===== src/rtl/net_argmax_out.sv =====
// Classifier output stage: 1-based argmax over CLASS_NUM signed scores per frame,
// with frame-length checking. Define NET_OUT_MARGIN_EN to add top1-top2 margin tracking.
module net_argmax_out #(
    parameter int CLASS_NUM  = 10,
    parameter int DATA_W     = 8,
    parameter int IDX_W      = 8,
    parameter int MARGIN_MIN = 4
) (
    input  logic              clk,
    input  logic              rst,
    input  logic              conv_start,
    input  logic              score_valid,
    input  logic [DATA_W-1:0] score_in,
    input  logic              frame_done,
    output logic              busy,
    output logic [IDX_W-1:0]  class_id,
    output logic [DATA_W-1:0] max_score,
    output logic              result_valid,
    output logic              len_err,
    output logic [DATA_W:0]   margin,
    output logic              low_conf
);

    localparam int CNT_W = $clog2(CLASS_NUM + 1);
    localparam logic [CNT_W-1:0] CNT_FULL = CNT_W'(CLASS_NUM);
    localparam logic signed [DATA_W-1:0] MOST_NEG = {1'b1, {(DATA_W-1){1'b0}}};

    if (CLASS_NUM < 2 || CLASS_NUM > 255 || (2 ** IDX_W) <= CLASS_NUM || MARGIN_MIN < 0) begin : g_param_chk
        $error("net_argmax_out: illegal parameter combination");
    end

    typedef enum logic [1:0] {S_IDLE, S_ACCUM, S_DONE} state_t;

    state_t                   state_q, state_d;
    logic [CNT_W-1:0]         count_q, count_d;
    logic [CNT_W-1:0]         idx_q, idx_d;
    logic signed [DATA_W-1:0] max_q, max_d;
    logic                     len_err_q, len_err_d;
    logic [IDX_W-1:0]         class_id_q, class_id_d;
    logic signed [DATA_W-1:0] max_score_q, max_score_d;
    logic                     result_valid_q, result_valid_d;

    logic signed [DATA_W-1:0] score_s;
    logic                     clear_acc;
    logic                     take_score;
    logic                     new_max;

    assign score_s = $signed(score_in);
    assign new_max = score_s > max_q;

    always_comb begin
        state_d        = state_q;
        count_d        = count_q;
        idx_d          = idx_q;
        max_d          = max_q;
        len_err_d      = len_err_q;
        class_id_d     = class_id_q;
        max_score_d    = max_score_q;
        result_valid_d = 1'b0;
        clear_acc      = 1'b0;
        take_score     = 1'b0;

        case (state_q)
            S_IDLE: begin
                if (conv_start) begin
                    state_d   = S_ACCUM;
                    clear_acc = 1'b1;
                end
            end
            S_ACCUM: begin
                if (conv_start) begin
                    clear_acc = 1'b1;
                end else begin
                    if (score_valid) begin
                        if (count_q < CNT_FULL) begin
                            take_score = 1'b1;
                            count_d    = count_q + 1'b1;
                            if (new_max) begin
                                max_d = score_s;
                                idx_d = count_q;
                            end
                        end else begin
                            len_err_d = 1'b1;
                        end
                    end
                    // Length check sees the count including a score arriving this same cycle.
                    if (frame_done) begin
                        state_d = S_DONE;
                        if (count_d != CNT_FULL) len_err_d = 1'b1;
                    end
                end
            end
            S_DONE: begin
                class_id_d     = (count_q == '0) ? '0 : IDX_W'(idx_q) + IDX_W'(1);
                max_score_d    = max_q;
                result_valid_d = 1'b1;
                if (conv_start) begin
                    state_d   = S_ACCUM;
                    clear_acc = 1'b1;
                end else begin
                    state_d = S_IDLE;
                end
            end
            default: state_d = S_IDLE;
        endcase

        if (clear_acc) begin
            count_d   = '0;
            idx_d     = '0;
            max_d     = MOST_NEG;
            len_err_d = 1'b0;
        end
    end

    always_ff @(posedge clk or negedge rst) begin
        if (!rst) begin
            state_q        <= S_IDLE;
            count_q        <= '0;
            idx_q          <= '0;
            max_q          <= MOST_NEG;
            len_err_q      <= 1'b0;
            class_id_q     <= '0;
            max_score_q    <= '0;
            result_valid_q <= 1'b0;
        end else begin
            state_q        <= state_d;
            count_q        <= count_d;
            idx_q          <= idx_d;
            max_q          <= max_d;
            len_err_q      <= len_err_d;
            class_id_q     <= class_id_d;
            max_score_q    <= max_score_d;
            result_valid_q <= result_valid_d;
        end
    end

    assign busy         = (state_q == S_ACCUM);
    assign class_id     = class_id_q;
    assign max_score    = max_score_q;
    assign result_valid = result_valid_q;
    assign len_err      = len_err_q;

`ifdef NET_OUT_MARGIN_EN
    logic signed [DATA_W-1:0] second_q, second_d;
    logic [DATA_W:0]          margin_q;
    logic                     low_conf_q;

    // second never exceeds max, so the widened difference is always non-negative.
    function automatic logic [DATA_W:0] margin_calc(input logic signed [DATA_W-1:0] top1,
                                                    input logic signed [DATA_W-1:0] top2);
        logic signed [DATA_W:0] diff;
        diff = {top1[DATA_W-1], top1} - {top2[DATA_W-1], top2};
        return diff;
    endfunction

    always_comb begin
        second_d = second_q;
        if (clear_acc) begin
            second_d = MOST_NEG;
        end else if (take_score) begin
            if (new_max) second_d = max_q;
            else if (score_s > second_q) second_d = score_s;
        end
    end

    always_ff @(posedge clk or negedge rst) begin
        if (!rst) begin
            second_q   <= MOST_NEG;
            margin_q   <= '0;
            low_conf_q <= 1'b0;
        end else begin
            second_q <= second_d;
            if (state_q == S_DONE) begin
                margin_q   <= margin_calc(max_q, second_q);
                low_conf_q <= margin_calc(max_q, second_q) < (DATA_W+1)'(MARGIN_MIN);
            end
        end
    end

    assign margin   = margin_q;
    assign low_conf = low_conf_q;
`else
    assign margin   = '0;
    assign low_conf = 1'b0;
`endif

endmodule


===== config.mk =====
export PLATFORM = sky130hd
export DESIGN_NAME = net_argmax_out
export DESIGN_NICKNAME = d
export VERILOG_FILES = /design/src/rtl/net_argmax_out.sv
export SDC_FILE = /design/constraint.sdc
export NUM_CORES = 1
export LEC_CHECK = 0
export BUFFER_PORTS_ARGS = -buffer_cell sky130_fd_sc_hd__buf_2
export CAP_MARGIN = 20
export CELL_PAD_IN_SITES_DETAIL_PLACEMENT = 1
export CELL_PAD_IN_SITES_GLOBAL_PLACEMENT = 1
export CORE_MARGIN = 4
export CORE_UTILIZATION = 45
export CTS_BUF_LIST = sky130_fd_sc_hd__clkbuf_2 sky130_fd_sc_hd__clkbuf_4 sky130_fd_sc_hd__clkbuf_8
export CTS_CLUSTER_SIZE = 25
export DETAILED_ROUTE_END_ITERATION = 6
export PLACE_DENSITY = 0.95
export SLEW_MARGIN = 20
export SYNTH_ARGS = -nofsm -noshare
export SYNTH_HDL_FRONTEND = slang
export SYNTH_SLANG_ARGS = --single-unit

===== constraint.sdc =====
create_clock -name clk -period 4.4 [get_ports clk]
set_input_delay 1.32 -clock clk [delete_from_list [all_inputs] [get_ports clk]]
set_output_delay 1.32 -clock clk [all_outputs]
set_load 0.02 [all_outputs]

# Word-level counts from Yosys, hierarchy flattened

Cells that the tools add are included.

Register bits after elaboration: 36
Output and inout bits: 29

$add $sub $neg: 2
Magnitude comparators: 2
Equal/unequal tests: 7
Muxes and demuxes: 35
Reductions and logical operators: 10

Operators by type and width:

| operator                                              | count |
|---|---|
| 2-to-1 mux 4 bit                                      | 13 |
| 2-to-1 mux 8 bit                                      | 6 |
| 2-to-1 mux 1 bit                                      | 11 |
| > comparator 8 bit                                    | 1 |
| nonzero test 2 bit                                    | 4 |
| 2-to-1 mux 2 bit                                      | 3 |
| inequality test 2 bit, second input constant          | 3 |
| case mux 2 bit (3 select lines)                       | 1 |
| adder 4 x 1 -> 5 bit, second input constant           | 1 |
| 2-to-1 mux 5 bit                                      | 1 |
| AND reduction 5 bit                                   | 1 |
| adder 4 x 1 -> 4 bit, second input constant           | 1 |
| zero test 4 bit                                       | 1 |
| < comparator 4 bit, second input constant             | 1 |
| inequality test 4 bit, second input constant          | 1 |
| AND reduction 3 bit                                   | 1 |
| OR reduction 3 bit                                    | 1 |
| == test 2 x 1 -> 1 bit, second input constant         | 1 |
| == test 2 bit, second input constant                  | 1 |
| zero test 2 bit                                       | 1 |
| inequality test 2 x 1 -> 1 bit, second input constant | 1 |
| AND reduction 2 bit                                   | 1 |

# Logic depth before layout (Yosys ltp)

Gate-level depths: netlist of run 1.

Word-level depth: 11
Gate-level depth with buffers: 8
Gate-level depth less buffers: 7

# Least setup slack after synthesis of run 1

OpenSTA, ideal clock, no wires.

Kind: input -> register
From: in score_in[7]
To: reg max_q[0]
Setup time: 125 ps
Data arrival time: 2819 ps
Path slack: 1456 ps
Cell stages on the path: 6
Path through: ha_1 nand4_1 o21bai_1 o311ai_1 buf_6 mux2_4

Longest elaborated chain between the ends: 3

Ends and longest elaborated chain:

| what                                 | line | source |
|---|---|---|
| from (decl)                          | 13   | `input logic [DATA_W-1:0] score_in,` |
| > comparator 8 bit                   | 49   | `assign new_max = score_s > max_q;` |
| nonzero test 2 bit (no source line)  | -    |  |
| AND reduction 5 bit (no source line) | -    |  |
| to (signal assigned)                 | 129  | `max_q <= max_d;` |
| to (decl)                            | 37   | `logic signed [DATA_W-1:0] max_q, max_d;` |

Every way passes these cells.
A chain may end at the register's enable or synchronous reset.

# Worst setup path after layout of run 1

From: in score_in[7]
To: reg idx_q[0]

Longest elaborated chain between the ends: 3

Ends and longest elaborated chain:

| what                                 | line | source |
|---|---|---|
| > comparator 8 bit                   | 49   |  |
| nonzero test 2 bit (no source line)  | -    |  |
| AND reduction 5 bit (no source line) | -    |  |
| to (signal assigned)                 | 128  | `idx_q <= idx_d;` |
| to (decl)                            | 36   | `logic [CNT_W-1:0] idx_q, idx_d;` |

Every way passes these cells.

==> impl_metrics.toml, run 1 <==
[place]
numPortBuffers = 28
dp_slack_ns = 1.18
place_inst = 260
place.gp.congestion = 0.803
place.detailed.hpwl_um = 3180

[clocking]
cts_resized = 0
cts_root_buf = "clkbuf_8"
cts_made_buffers = 5
post_cts_buffers = 0
cts_buffer_depth = 2
cts_tree = "done"
cts.hold.buffers_added = 0
clock_sinks = 33
insertion_delay_ns = 0.29
cts.clk_slew.worst_paths_ns = 0.07
htree_levels = 2

[critical_path]
cp-start-kind = "primary input"
crit_slowest_cell = "mux2_2"
ff2ff_path_depth = 8
worst-path-buf-inv = 2
r2r-start = "max_q[7]$_DFFE_PN1P_"
cp.arrival_ns = 3.06
end_kind = "flip-flop"
critPathTopFamily = "compound AO/OA/AOI/OAI gates"
crit_fanout = 12
required_ns = 4.58
r2r_end = "idx_q[0]$_DFFE_PN0P_"
crit_chain = "buf_2 > ha_1 > nand4_1 > a211oi_1 > o21ai_0 > o311ai_2 > buf_4 > mux2_2"
reg2reg_slack_ns = 2.07
crit_type = "in -> reg"
cpPeakStageDelay_ns = 0.36

[power_and_ir_drop]
clkPwrFrac_pct = 32.2
leakagePower_nw = 1.06
power.share.switching_pct = 32.1
p_int_w = 0.000636
switchingPower_w = 0.000300
power_frac_comb_pct = 26.4
peakVddDrop_mv = 0.257
p_per_area_nw_per_um2 = 453
power.share.sequential_pct = 41.5

[route]
vias = 1376
drcViolationCount = 0
dr.first_iter.drc_count = 70
wl_per_cell_um = 15.6
vias_per_cell = 5.13
postRouteAntennaNets = 0
drt_pass1_iterations = 3
wl_um = 4180

[synth]
synth-edff-count = 0
ys_types = 39
syn-cell-area_um2 = 1840
synthArstFlopShare_pct = 100
yosys_warnings = 0
synth_seq_cells = 33
syn_avg_cell_area_um2 = 9.57
ys_seq_area_share_pct = 45.0
synth_ff_type = "dfrtp_1"
synthCells = 192

[timing]
slew_headroom_pct = 50.5
final_max_slew_viol_count = 0
skew_ns = 0.00316
timing_hold_violations_final = 0
setup_violations = 0
period_share_pct = 65.5
tns_ns = 0
layout_min_cycle_time_ns = 2.88
rsz0062_at_grt = "false"
fmax_mhz = 347
layout_setup_ws_ns = 1.52
worst_slew_pin_slew_ns = 0.742

[layout]
fillCellCount = 454
drive_gt1_share_pct = 21.4
finalNonFillerCells = 268
syn_to_final_growth_pct = 12.6
final_nets = 243
post-route-util_pct = 54.5
diodes = 0

[floorplan]
fp.dieH_um = 71.9
coreArea_um2 = 3800
die_area_um2 = 5170
rows = 22
ios = 42
initial_core_util_pct = 48.4
die_x_um = 71.9

[grt]
grt_pass1_wl_um = 6910
grt_max_degree = 34
overflow = 0
grt_use_total_pct = 17.5
antenna_found_initial = 0
grt_pass1_vias = 1460

[flow_run]
cap_violations = 0

[status]
status = "finished clean"

[hold_path]
hp-start = "max_score[4]$_DFFE_PN0P_"
hold_path_class = "reg -> reg"
timing.hold.worst_endpoint = "max_score[4]$_DFFE_PN0P_"
holdPathStages = 2
[cells in the mapped netlist, types with 2 or more instances]
cell type / n / area share [%]
a21oi_1: 12 / 3.3
a22o_1: 2 / 0.95
a31oi_1: 3 / 1.0
buf_2: 2 / 0.54
buf_4: 14 / 5.7
buf_6: 2 / 1.2
clkbuf_1: 3 / 0.61
dfrtp_1: 32 / 44
ha_1: 11 / 7.5
inv_1: 20 / 4.1
mux2_2: 3 / 1.8
mux2i_1: 9 / 4.9
nand2_1: 28 / 5.7
nand2_2: 2 / 0.68
nand2b_1: 2 / 0.68
nand3_1: 3 / 0.82
nand4_1: 4 / 1.4
nor2_1: 5 / 1.0
nor3_1: 2 / 0.54
o21ai_0: 13 / 3.5
xnor2_1: 2 / 0.95
[registers in the layout, summed over array words and instances, names as in the netlist]
register      cells
class_id          5
idx_q             4
len_err           1
count_q           4
result_valid      1
max_q             8
max_score         8
state_q           2
[worst max-delay path by stage]
| stage | from | end | slack (ns) | depth (start not counted) |
|---|---|---|---|---|
| 5_1_grt | score_in[7] | idx_q[0]$_DFFE_PN0P_ | 1.33 | 8 |
| 3_3_place_gp | score_in[7] | idx_q[0]$_DFFE_PN0P_ | 1.28 | 8 |
| 3_5_place_dp | score_in[7] | idx_q[0]$_DFFE_PN0P_ | 1.18 | 8 |
| 6_report | score_in[7] | idx_q[0]$_DFFE_PN0P_ | 1.52 | 8 |
| 4_1_cts | score_in[7] | idx_q[0]$_DFFE_PN0P_ | 1.50 | 8 |
| 2_1_floorplan | score_in[7] | max_q[0]$_DFFE_PN0P_ | 1.46 | 6 |
[cell type report]
class                           instances  area (um2)  share of cell area [%]
Clock buffer                            7        90.1                    4.35
Inverter                               20        75.1                    3.63
Timing Repair Buffer                   29         148                    7.13
Sequential cell                        33         827                    40.0
Clock inverter                          1        30.0                    1.45
Multi-Input combinational cell        130         840                    40.6
Tap cell                               48        60.1                    2.90
[layer usage]
metal / vias to the layer above / track usage, % / part of all wire, %
li1: 671 / - / -
met1: 669 / 20.5 / 42
met2: 28 / 31.0 / 52
met3: 8 / 4.29 / 4.9
met4: 0 / 6.26 / 1.6
met5: - / 0 / 0
[stage by stage]
step	instance area (um2)	hold WS, ns	power, W
after CTS	2070	0.490	0.000947
after global routing	2070	0.514	0.000996
after global placement	1950	0.456	0.000628
after detailed placement	1950	0.475	0.000645
final	2070	0.481	0.000936
after floorplan	1880	0.479	0.000568
[worst reg2reg max path, cell delays in order (launching register included)]
cell and delay [ns]:
dfstp_2 0.52, inv_1 0.06, ha_1 0.31, nand4_1 0.14
a211oi_1 0.29, o21ai_0 0.15, o311ai_2 0.10, buf_4 0.28
mux2_2 0.36
[layout by cell type, fill, tap and decap left out, drive strengths merged, types with 2 or more instances in the layout]
| cell type | count |
|---|---|
| nand3 | 3 |
| clkbuf | 7 |
| dfrtp | 32 |
| nand2b | 2 |
| nand4 | 4 |
| xnor2 | 2 |
| mux2i | 9 |
| o21ai | 14 |
| nor2 | 5 |
| a21oi | 12 |
| ha | 11 |
| mux2 | 4 |
| a31oi | 3 |
| a22o | 2 |
| inv | 20 |
| conb | 13 |
| buf | 29 |
| nand2 | 30 |
| nor3 | 2 |
[power groups by stage]
stage / Sequential (W) / Combinational (W) / Clock, W
2_1_floorplan: 0.000427 / 0.000141 / 0
3_3_place_gp: 0.000389 / 0.000239 / 0
3_5_place_dp: 0.000395 / 0.000250 / 0
6_report: 0.000388 / 0.000247 / 0.000301
5_1_grt: 0.000396 / 0.000277 / 0.000323
4_1_cts: 0.000389 / 0.000251 / 0.000307
[kinds of logic after synthesis]
kind of cell | share of synthesized area, %
AO/OA/AOI/OAI | 14.6
XOR/XNOR | 0.953
adder cells (fa/ha/maj) | 7.49
buffers and inverters | 12.2
flip-flops | 45.0
multiplexers | 7.56
other | 0.204
AND/OR/NAND/NOR | 12.0
Power figures use the tool's default switching activity.
==> inputs of run 2 (changes only) <==
--- a/config.mk
+++ b/config.mk
@@ -10,11 +10,11 @@
 export CELL_PAD_IN_SITES_DETAIL_PLACEMENT = 1
 export CELL_PAD_IN_SITES_GLOBAL_PLACEMENT = 1
 export CORE_MARGIN = 4
-export CORE_UTILIZATION = 45
+export CORE_UTILIZATION = 38
 export CTS_BUF_LIST = sky130_fd_sc_hd__clkbuf_2 sky130_fd_sc_hd__clkbuf_4 sky130_fd_sc_hd__clkbuf_8
 export CTS_CLUSTER_SIZE = 25
 export DETAILED_ROUTE_END_ITERATION = 6
-export PLACE_DENSITY = 0.95
+export PLACE_DENSITY = 0.88
 export SLEW_MARGIN = 20
 export SYNTH_ARGS = -nofsm -noshare
 export SYNTH_HDL_FRONTEND = slang
==> constraint.sdc (replaced) <==
create_clock -name clk -period 2.42 [get_ports clk]
set_input_delay 0.726 -clock clk [delete_from_list [all_inputs] [get_ports clk]]
set_output_delay 0.726 -clock clk [all_outputs]
set_load 0.02 [all_outputs]
==> run 2 against run 1 <==
Sequential cell count did not move; clock power rose by 37%; critical path type is now reg -> reg; sequential share of layout area fell by 0.87 points; non-clock buffer count rose by 7.
==> impl_metrics.toml, run 2 (same netlist as run 1, synthesis figures left out) <==
[timing]
slew_headroom_pct = 50.0
setup_violations = 0
worst_slew_pin_slew_ns = 0.749
holdWs_ns = 0.480
fmax_mhz = 438
period_share_pct = 94.4
rsz0062_at_grt = "false"
timing_hold_violations_final = 0
layout_min_cycle_time_ns = 2.29
skew_ns = 0.00627
final_max_slew_viol_count = 0

[clocking]
cts_root_buf = "clkbuf_8"
insertion_delay_ns = 0.29
htree_levels = 2
cts.clk_slew.worst_paths_ns = 0.07
clock_sinks = 33
cts_tree = "done"
cts.hold.buffers_added = 0
cts_buffer_depth = 2
cts_made_buffers = 5

[critical_path]
crit_fanout = 6
cpPeakStageDelay_ns = 0.53
cp-start-kind = "flip-flop"
crit_type = "reg -> reg"
crit_chain = "inv_1 > ha_1 > nand4_1 > a211oi_2 > o21ai_1 > o311ai_2 > buf_4 > mux2_2"
end_kind = "flip-flop"
crit_slowest_cell = "dfstp_2"
required_ns = 2.59
cp.arrival_ns = 2.46

[floorplan]
die_x_um = 77.5
fp.dieH_um = 77.5
coreArea_um2 = 4690
rows = 25
ios = 42
die_area_um2 = 6010
initial_core_util_pct = 39.2

[route]
drt_pass1_iterations = 4
wl_um = 4490
wl_per_cell_um = 16.0
postRouteAntennaNets = 0
drcViolationCount = 0
vias_per_cell = 5.17
dr.first_iter.drc_count = 44
vias = 1454

[layout]
drive_gt1_share_pct = 25.6
finalNonFillerCells = 281
post-route-util_pct = 45.1
layout_commonest_cell = "dfrtp_1"
layout_common_cells = "dfrtp_1, nand2_1, buf_2, inv_1, conb_1"
syn_to_final_growth_pct = 15.1
final_nets = 250
final_cell_area_um2 = 2120
diodes = 0

[power_and_ir_drop]
p_per_area_nw_per_um2 = 764
power_w = 0.00162
leakagePower_nw = 1.09
peakVddDrop_mv = 0.288

[place]
place.gp.congestion = 0.783
numPortBuffers = 28
place.detailed.hpwl_um = 3410
place_area_um2 = 2000
place_inst = 272

[grt]
overflow = 0
grt_pass1_vias = 1572
grt_use_total_pct = 16.0
grt_max_degree = 34
antenna_found_initial = 0
grt_pass1_wl_um = 7530

[flow_run]
cap_violations = 0

[hold_path]
hold_path_class = "reg -> reg"

[status]
status = "finished clean"
run 2: cell count changes in the layout (fill, tap and decap cells not counted):
cell       before  now
buf_6           0    1
o21ai_1         0    1
buf_4           1    7
a211oi_1        1    0
mux2i_2         0    2
clkinv_2        0    2
bufinv_16       1    0
clkbuf_8        6    5
o21bai_1        1    0
a211oi_2        0    1
mux2i_1         9    7
o21bai_2        0    1
o21ai_0        13   12
run 2: final cells by class:
cell class                 instances  area (um2)
clock buffer                       6        76.3
clock inverter                     2        10.0
fill                             554        2580
inverter                          20        75.1
multi-input combinational        130         856
sequential                        33         827
tap                               54        67.6
timing repair buffer              36         204
run 2: through the flow:
stage	setup TNS, ns	setup slack (ns)
after floorplan	0	0.0699
after global placement	0	0.0384
after detailed placement	-1.33	-0.169
after CTS	0	0.0530
after global routing	0	0.0158
final	0	0.135
run 2: worst paths after layout:
kind,cells past startpoint,start,end,slack [ns]
worst min-delay path,2,max_score[1]$_DFFE_PN0P_,max_score[1]$_DFFE_PN0P_,0.48
max in group asynchronous,1,rst,state_q[0]$_DFFE_PN0P_,1.44
worst max register to register,8,max_q[7]$_DFFE_PN1P_,idx_q[1]$_DFFE_PN0P_,0.13
worst max-delay path,8,max_q[7]$_DFFE_PN1P_,idx_q[1]$_DFFE_PN0P_,0.13
min in group asynchronous,1,rst,max_score[4]$_DFFE_PN0P_,0.50
worst min register to register,2,max_score[1]$_DFFE_PN0P_,max_score[1]$_DFFE_PN0P_,0.48
run 2: report_power, final:
group          internal, W  switching, W
registers         0.000650     0.0000571
logic             0.000190      0.000309
clock network     0.000210      0.000201
run 2: what timing repair did:
action | CTS | global route
setup buffers | 0 | 1
gates resized for setup | 0 | 6
endpoints found under the setup margin | 0 | 10
run 2: per-layer routing:
metal / GRT usage [%] / wire length [um] / up-vias
met5: 0 / 0 / -
met4: 8.01 / 99 / 0
met3: 3.02 / 157 / 12
met2: 26.8 / 2260 / 35
met1: 19.6 / 1980 / 717
li1: - / - / 690
run 2: worst max-delay path: cells and delay by family, from the launching register on:
family / cells / cell delay [ns]
DFF: 1 / 0.53
AOI/OAI and AO/OA: 3 / 0.50
muxes: 1 / 0.35
adders and majority gates: 1 / 0.31
buffers and inverters: 2 / 0.30
and+or+nand+nor: 1 / 0.17
